===== src/rtl/gcm_in_seq.sv =====
// gcm_in_seq -- front-end sequencer for the gcm core.
//
// Takes one command per message (IV, AAD block count, payload block count).
// It pulses iv_en and then key_expanded. It then hands gcm the length block,
// the AAD blocks and the payload blocks over a valid/ready handshake. Finally
// it counts gcm_op_done results and waits for gcm_tag_done before retiring
// the message with a one-cycle done pulse.
//
// Ports:
//   clk, reset                 clock, asynchronous active-high reset
//   cmd_valid/cmd_ready        command handshake (ready only in IDLE)
//   cmd_iv, cmd_aad_blks,
//   cmd_pld_blks               per-message IV and block counts
//   s_data/s_valid/s_ready     AAD + payload block stream in
//   iv, iv_en, key_expanded    gcm configuration outputs
//   gcm_in_blk/gcm_valid/
//   gcm_ready                  block stream out to gcm
//   gcm_op_done, gcm_tag_done  result events from gcm
//   busy, done, pld_out_cnt    status
//
// Build option: define GCM_SEQ_SKID_EN to put a 2-entry skid buffer between
// s_* and the output register. s_ready then comes from a register and has
// no combinational path from gcm_ready.
module gcm_in_seq #(
    parameter int BLK_BITS = 128,
    parameter int CNT_BITS = 16
) (
    input  logic                clk,
    input  logic                reset,
    input  logic                cmd_valid,
    output logic                cmd_ready,
    input  logic [BLK_BITS-1:0] cmd_iv,
    input  logic [CNT_BITS-1:0] cmd_aad_blks,
    input  logic [CNT_BITS-1:0] cmd_pld_blks,
    input  logic [BLK_BITS-1:0] s_data,
    input  logic                s_valid,
    output logic                s_ready,
    output logic [BLK_BITS-1:0] iv,
    output logic                iv_en,
    output logic                key_expanded,
    output logic [BLK_BITS-1:0] gcm_in_blk,
    output logic                gcm_valid,
    input  logic                gcm_ready,
    input  logic                gcm_op_done,
    input  logic                gcm_tag_done,
    output logic                busy,
    output logic                done,
    output logic [CNT_BITS-1:0] pld_out_cnt
);

    typedef enum logic [2:0] {
        S_IDLE, S_IV, S_KEY, S_LEN, S_AAD, S_PLD, S_WAIT, S_DONE
    } state_t;

    state_t              r_state;
    logic [BLK_BITS-1:0] r_iv;
    logic [BLK_BITS-1:0] r_out;
    logic                r_gcm_valid;
    logic [CNT_BITS-1:0] r_aad_blks;
    logic [CNT_BITS-1:0] r_pld_blks;
    logic [CNT_BITS-1:0] r_pld_out_cnt;
    logic [CNT_BITS:0]   r_hs_cnt;     // data handshakes so far (AAD + payload)
    logic                r_tag_seen;
    logic                r_iv_en;
    logic                r_key_exp;
    logic                r_done;

    logic                w_gcm_hs;
    logic                w_data_phase;
    logic                w_s_ready;
    logic                w_src_valid;
    logic [BLK_BITS-1:0] w_src_data;
    logic                w_take;
    logic                w_load;
    logic [CNT_BITS:0]   w_hs_inc;
    logic [CNT_BITS:0]   w_total;
    logic [BLK_BITS-1:0] w_len_blk;

    assign w_gcm_hs     = r_gcm_valid && gcm_ready;
    assign w_data_phase = (r_state == S_AAD) || (r_state == S_PLD);
    assign w_hs_inc     = r_hs_cnt + 1'b1;
    assign w_total      = {1'b0, r_aad_blks} + {1'b0, r_pld_blks};
    // Bit lengths of AAD and payload: each count times 128, in a 64-bit field.
    assign w_len_blk    = {64'(r_aad_blks) << 7, 64'(r_pld_blks) << 7};

    // The output register may take a new block when it is empty or is being
    // drained this cycle.
    assign w_take = !r_gcm_valid || gcm_ready;
    assign w_load = w_src_valid && w_take && (r_state != S_KEY);

`ifdef GCM_SEQ_SKID_EN
    logic [BLK_BITS-1:0] r_fb0;
    logic [BLK_BITS-1:0] r_fb1;
    logic [1:0]          r_fcnt;
    logic                r_not_full;
    logic                w_push;
    logic                w_pop;
    logic [1:0]          w_fcnt_nxt;

    assign w_s_ready   = w_data_phase && r_not_full;
    assign w_push      = s_valid && w_s_ready;
    assign w_pop       = w_load;
    assign w_src_valid = (r_fcnt != 2'd0);
    assign w_src_data  = r_fb0;
    assign w_fcnt_nxt  = r_fcnt + {1'b0, w_push} - {1'b0, w_pop};

    always_ff @(posedge clk or posedge reset) begin
        if (reset) begin
            r_fcnt     <= 2'd0;
            r_not_full <= 1'b1;
        end else begin
            r_fcnt     <= w_fcnt_nxt;
            r_not_full <= (w_fcnt_nxt != 2'd2);
        end
    end

    // r_fb0 is the head. A push into a full buffer cannot happen because
    // s_ready is already low once two entries are held.
    always_ff @(posedge clk) begin
        if (w_pop && (r_fcnt == 2'd2))
            r_fb0 <= r_fb1;
        else if (w_push && ((r_fcnt == 2'd0) || w_pop))
            r_fb0 <= s_data;
        if (w_push && !w_pop && (r_fcnt == 2'd1))
            r_fb1 <= s_data;
    end
`else
    assign w_s_ready   = w_data_phase && (!r_gcm_valid || gcm_ready);
    assign w_src_valid = s_valid && w_data_phase;
    assign w_src_data  = s_data;
`endif

    // Output register. The length block is loaded on the KEY->LEN step. After
    // that, stream blocks are loaded. Once valid, a block stays put until gcm
    // accepts it.
    always_ff @(posedge clk or posedge reset) begin
        if (reset) begin
            r_out       <= '0;
            r_gcm_valid <= 1'b0;
        end else if (r_state == S_KEY) begin
            r_out       <= w_len_blk;
            r_gcm_valid <= 1'b1;
        end else if (w_load) begin
            r_out       <= w_src_data;
            r_gcm_valid <= 1'b1;
        end else if (w_gcm_hs) begin
            r_gcm_valid <= 1'b0;
        end
    end

    always_ff @(posedge clk or posedge reset) begin
        if (reset) begin
            r_state       <= S_IDLE;
            r_iv          <= '0;
            r_aad_blks    <= '0;
            r_pld_blks    <= '0;
            r_pld_out_cnt <= '0;
            r_hs_cnt      <= '0;
            r_tag_seen    <= 1'b0;
            r_iv_en       <= 1'b0;
            r_key_exp     <= 1'b0;
            r_done        <= 1'b0;
        end else begin
            r_iv_en   <= 1'b0;
            r_key_exp <= 1'b0;
            r_done    <= 1'b0;

            // Result events are recorded in every active state. Payload
            // results saturate at the message's payload count.
            if (r_state != S_IDLE) begin
                if (gcm_op_done && (r_pld_out_cnt != r_pld_blks))
                    r_pld_out_cnt <= r_pld_out_cnt + 1'b1;
                if (gcm_tag_done)
                    r_tag_seen <= 1'b1;
            end

            case (r_state)
                S_IDLE: begin
                    if (cmd_valid) begin
                        r_iv          <= cmd_iv;
                        r_aad_blks    <= cmd_aad_blks;
                        r_pld_blks    <= cmd_pld_blks;
                        r_pld_out_cnt <= '0;
                        r_tag_seen    <= 1'b0;
                        r_iv_en       <= 1'b1;
                        r_state       <= S_IV;
                    end
                end
                S_IV: begin
                    r_key_exp <= 1'b1;
                    r_state   <= S_KEY;
                end
                S_KEY: r_state <= S_LEN;
                S_LEN: begin
                    if (w_gcm_hs) begin
                        r_hs_cnt <= '0;
                        if (r_aad_blks != '0)      r_state <= S_AAD;
                        else if (r_pld_blks != '0) r_state <= S_PLD;
                        else                       r_state <= S_WAIT;
                    end
                end
                S_AAD: begin
                    if (w_gcm_hs) begin
                        r_hs_cnt <= w_hs_inc;
                        if (w_hs_inc == {1'b0, r_aad_blks})
                            r_state <= (r_pld_blks != '0) ? S_PLD : S_WAIT;
                    end
                end
                S_PLD: begin
                    if (w_gcm_hs) begin
                        r_hs_cnt <= w_hs_inc;
                        if (w_hs_inc == w_total)
                            r_state <= S_WAIT;
                    end
                end
                S_WAIT: begin
                    if ((r_pld_out_cnt == r_pld_blks) && r_tag_seen) begin
                        r_done  <= 1'b1;
                        r_state <= S_DONE;
                    end
                end
                S_DONE:  r_state <= S_IDLE;
                default: r_state <= S_IDLE;
            endcase
        end
    end

    // cmd_ready is gated by reset so it reads low while reset is held.
    assign cmd_ready    = (r_state == S_IDLE) && !reset;
    assign s_ready      = w_s_ready;
    assign iv           = r_iv;
    assign iv_en        = r_iv_en;
    assign key_expanded = r_key_exp;
    assign gcm_in_blk   = r_out;
    assign gcm_valid    = r_gcm_valid;
    assign busy         = (r_state != S_IDLE);
    assign done         = r_done;
    assign pld_out_cnt  = r_pld_out_cnt;

endmodule

===== config.mk =====
export PLATFORM = sky130hd
export DESIGN_NAME = gcm_in_seq
export DESIGN_NICKNAME = d
export VERILOG_FILES = /design/src/rtl/gcm_in_seq.sv
export SDC_FILE = /design/constraint.sdc
export NUM_CORES = 1
export LEC_CHECK = 0
export ABC_CLOCK_PERIOD_IN_PS = 10900
export CELL_PAD_IN_SITES_DETAIL_PLACEMENT = 0
export CELL_PAD_IN_SITES_GLOBAL_PLACEMENT = 1
export CORE_MARGIN = 2
export CORE_UTILIZATION = 29
export CTS_CLUSTER_SIZE = 14
export DETAILED_ROUTE_END_ITERATION = 8
export PLACE_DENSITY = 0.87
export RECOVER_POWER = 50
export REMOVE_ABC_BUFFERS = 1
export SETUP_SLACK_MARGIN = 0.1
export SKIP_CTS_REPAIR_TIMING = 1
export SLEW_MARGIN = 10
export SYNTH_ARGS = -nofsm -noshare
export SYNTH_HDL_FRONTEND = slang
export SYNTH_SLANG_ARGS = --single-unit
export TNS_END_PERCENT = 20

===== constraint.sdc =====
create_clock -name clk -period 10.9 [get_ports clk]
set_input_delay 2.18 -clock clk [delete_from_list [all_inputs] [get_ports clk]]
set_output_delay 2.18 -clock clk [all_outputs]
set_load 0.02 [all_outputs]

# Word level (Yosys, flattened, before mapping)
# Index checks and enable logic that the tools add are counted.
# W data, S select, Z words.
dict set report word_totals {
  reg_bits 329
  word_cells 89
  inputBits 295
  output_inout_bits 279
}
dict set report classes {
  n_reduce_logical 23
  muxes 31
  add_sub_neg 3
  eq_ne 20
}
# cell count
set op_table {}
lappend op_table {{$mux W128} 2}
lappend op_table {{$mux W16} 4}
lappend op_table {{$mux W17} 2}
lappend op_table {{$pmux W17 S2} 1}
lappend op_table {{$reduce_bool A16 Y1} 2}
lappend op_table {{$pmux W3 S8} 1}
lappend op_table {{$mux W3} 7}
lappend op_table {{$add A16 B16 Y17} 1}
lappend op_table {{$add A17 B1 Y17 const B} 1}
lappend op_table {{$eq A17 B16 Y1} 1}
lappend op_table {{$eq A17 B17 Y1} 1}
lappend op_table {{$add A16 B1 Y16 const B} 1}
lappend op_table {{$eq A16 B16 Y1} 1}
lappend op_table {{$ne A16 B16 Y1} 1}
lappend op_table {{$eq A3 B3 Y1 const B} 4}
lappend op_table {{$mux W1} 12}
lappend op_table {{$ne A2 B2 Y1 const B} 5}
lappend op_table {{$logic_and A1 B1 Y1} 8}
lappend op_table {{$reduce_and A7 Y1} 1}
lappend op_table {{$eq A3 B2 Y1 const B} 2}
lappend op_table {{$ne A2 B1 Y1 const B} 3}
lappend op_table {{$reduce_bool A3 Y1} 2}
lappend op_table {{$mux W2} 2}
lappend op_table {{$reduce_bool A2 Y1} 2}
lappend op_table {{8 further kinds} 10}

# Logic depth before layout (Yosys ltp)
dict set report logic_depth {
  word_depth 7
  ltp_mapped 11
  depth_no_buf 11
}

# Least setup slack after synthesis
# OpenSTA, ideal clock, no wires.
dict set report synth_timing {
  kind {input to output}
  start {input gcm_ready}
  end {output s_ready}
  required_ps 8720
  setup_slack_ps 6090
  path_buffers 0
  stages 2
  arrival_ps 2630
  cell_sequence {inv_1 -> a21oi_1}
}
dict set report synth_between {
  elab_chain_cells 2
}
# item line
set synth_rtl {}
lappend synth_rtl {{start, declared} 43} ;# input logic gcm_ready,
lappend synth_rtl {{$logic_or A1 B1 Y1} 128} ;# assign w_s_ready = w_data_phase && (!r_gcm_valid || gcm_ready);
lappend synth_rtl {{$logic_and A1 B1 Y1} 128}
lappend synth_rtl {{end, declared} 37} ;# output logic s_ready,
# No other way between the ends.

# Worst setup path after layout
dict set report layout_timing {
  start {input cmd_valid}
  end {register r_iv[44] (netlist: iv[44])}
}
dict set report layout_between {
  elab_chain_cells 1
}
# item line
set layout_rtl {}
lappend layout_rtl {{start, declared} 30} ;# input logic cmd_valid,
lappend layout_rtl {{$reduce_and A2 Y1 (no source line)} --}
lappend layout_rtl {{end signal, assigned} 180} ;# r_iv <= cmd_iv;
lappend layout_rtl {{end, declared} 56} ;# logic [BLK_BITS-1:0] r_iv;
# No other way between the ends.
# A chain may end at the register's enable or synchronous reset.

==> out/metrics.yaml <==
floorplan:
  die_width_um: 233
  rows: 83
  io-pin-count: 574
  die_footprint_mm2: 0.0542
  die_height_um: 233
  floorplan.initialDensity: 0.295
  core-area_mm2: 0.0515
synthesis:
  synth.cell_area_mm2: 0.0152
  post_synth.cell_area_avg_um2: 8.72
  synthTopCellsByArea: "dfrtp_1 (54%), nand2_1 (19%), nand3_1 (3.9%)"
  asyncSetResetFlopFracSynth: 1.00
  post_synth_inst_count: 1742
  postSynth.topFlopCell: "dfrtp_1"
  yosysSeqAreaShare: 0.542
  yosysMostFrequentCell: "nand2_1"
  yosysTopAreaCell: "dfrtp_1"
  netlist_top_cells_count: "nand2_1 (782), dfrtp_1 (329), nand3_1 (117)"
  synth_cell_types: 66
  synth.ff_latch_count: 329
  yosysTopAreaCellShare: 0.542
  synth-edff-count: 0
  synth.yosys.warnings: 0
global_routing:
  initial_antenna_violation_count: 8
  first_global_vias: 14372
  grt_first_pass_wirelength_mm: 86.4
  grt_usage: 0.206
  global_route.overflow_total: 0
  grt_start_max_net_pins: 152
outcome:
  failed_checks: "capacitance limit, slew limit"
  run_status: "finished with violations"
detailed_routing:
  detail_route.first_pass.iterations: 5
  avgViaCountPerCell: 4.85
  route.antenna.remaining_nets: 0
  detail_route.drc_violations: 0
  drtIter0Drc: 925
  via_count: 14414
  routed_wl_mm: 57.6
  routed_wire_length_per_instance_um: 19.4
cells_and_area:
  num-fill-cells: 5051
  fin_area_mm2: 0.0228
  final_layout_size_suffix_gt1_frac: 0.0371
  design.final.nets: 2578
  flow.area_growth_from_synthesis_pct: 49.9
critical_path:
  arrival_time_of_the_worst_setup_path_ps: 7560
  timing.setup.critical_path_class: "input pin to register"
  crit_path_start_kind: "input pin"
  path_max_fanout: 99
  critPathRequiredTime_ps: 11320
  timing.critical_path.to_type: "register"
placement:
  detailedPlacementHpwl_mm: 41.4
  port_buffers: 573
  dpl_cell_area_mm2: 0.0215
  routabilityCongestion: 0.880
sta:
  maxSlewHeadroom: -2.54
  timing.final.crit_share: 0.655
  fin_setup_tns_ps: 0
  timing.final.max_slew_violations: 285
  timing.final.setup_violations: 0
  clock_skew_ps: 22.0
  total_count_of_hold_check_failures_in_the_final_report: 0
  period_minus_slack_ps: 7140
  max_freq_mhz: 140
  rsz_0062_raised_after_global_routing: "no"
  worstMarginPinSlew_ps: 5280
clock_tree:
  clk_root_buffer_cell: "clkbuf_16"
  cts_max_path_bufs: 3
  cts.reportedPaths.clkPinSlew_ps: 60
  sinks_on_the_clock_net: 329
  worstSkewPairLatency_ps: 550
  cts_tree: "done"
  cts_made_buffers: 39
  cts.htree.levels: 2
power:
  irDropWorstVdd_mv: 0.181
  power.leakage_nw: 11.4
  power_per_unit_of_standard_cell_area_mw_per_mm2: 262
hold_path:
  holdCritPathClass: "register to register"
job:
  cap_violations: 3
## sequential cells by signal (all words and copies together) (netlist names), 3 cells and up
register and flops:
gcm_in_blk 128, iv 128, r_hs_cnt 17, pld_out_cnt 16, r_aad_blks 16, r_pld_blks 16, r_state 3
## worst paths after layout
kind / cells past startpoint / slack (ps) / end / start
min reg2reg: 2 / 470 / iv[76] / iv[76]
max reg2reg: 6 / 5280 / iv[44] / r_state[1]
min: 2 / 470 / iv[76] / iv[76]
max in group asynchronous: 3 / 4540 / r_aad_blks[12] / reset
min in group asynchronous: 2 / 3730 / gcm_in_blk[10] / reset
max: 6 / 3760 / iv[44] / cmd_valid
## per-layer routing
metal,track usage,vias to the layer above,share of wire
li1,-,6801,-
met2,0.336,557,0.48
met5,0,-,0
met4,0.0657,0,0.027
met1,0.264,6969,0.42
met3,0.0566,87,0.081
## layout by cell type, fill, tap and decap left out, drive strengths merged, types with 4 or more instances in the layout
cell	synthesis	layout
xnor2	41	41
a21o	7	7
or4	4	4
clkinvlp	0	4
and3	5	5
a22o	4	4
a211oi	5	5
dfrtp	329	329
nand3	117	117
a31oi	4	4
a21oi	17	17
a22oi	34	34
xor2	30	30
diode	0	4
nand4	14	14
o31ai	7	7
clkdlybuf4s50	0	312
nor2	42	42
buf	13	10
nor3b	5	5
clkbuf	89	56
o21ai	42	42
nand2	782	782
nor3	12	12
and2	7	7
nand2b	5	5
ha	18	18
a2111oi	4	4
dlygate4sd3	0	261
mux2i	9	9
inv	19	20
nor4	22	22
and4	5	5
or3	6	6
o211ai	5	5
## power by group
group          switching, mW  leakage (nW)  internal [mW]
clock                  0.530         0.618          0.786
sequential             0.375          4.32           1.65
combinational           1.54          6.43           1.09
total                   2.44          11.4           3.52
## metrics by stage
| step | power [mW] | util | instances | hold WS (ps) | worst slack [ps] |
|---|---|---|---|---|---|
| 2_1_floorplan | 3.46 | - | 1640 | 463 | -391 |
| 3_3_place_gp | 4.76 | 0.417 | 2903 | 456 | 4980 |
| 3_5_place_dp | 4.81 | 0.417 | 2903 | 461 | 4980 |
| 4_1_cts | 6.16 | 0.442 | 2970 | 476 | 4980 |
| 5_1_grt | 6.35 | 0.442 | 2973 | 486 | 3360 |
| 6_report | 5.97 | 0.442 | 2974 | 466 | 3760 |
## kinds of logic (layout without fill, tap and decap cells)
group                    count (synthesis)  after routing  share of synthesized area
AND/OR/NAND/NOR                       1035           1035                      0.289
buffers and inverters                  121            669                     0.0311
flip-flops                             329            329                      0.542
multiplexers                             9              9                    0.00593
other                                    0              4                          0
adder cells (fa/ha/maj)                 19             19                     0.0162
AO/OA/AOI/OAI                          155            155                     0.0705
XOR/XNOR                                74             74                     0.0454
## critical path, stage by stage
cell and delay [ps]:
dlygate4sd3_1 590, nand2_1 640, clkinvlp_2 2450, buf_4 1210, nand2_1 230, nand2_1 60
## final cells by class
type | instances | area [um2] | area share
diodes | 4 | 10.0 | 0.000440
clock inverters | 11 | 149 | 0.00654
multi-input cells | 1292 | 6490 | 0.285
well taps | 680 | 851 | 0.0374
inverters | 19 | 73.8 | 0.00324
repair buffers | 583 | 5820 | 0.256
flip-flops and latches | 329 | 8230 | 0.362
clock buffers | 56 | 1120 | 0.0492
Note: power is estimated with default switching activity, not from simulation.
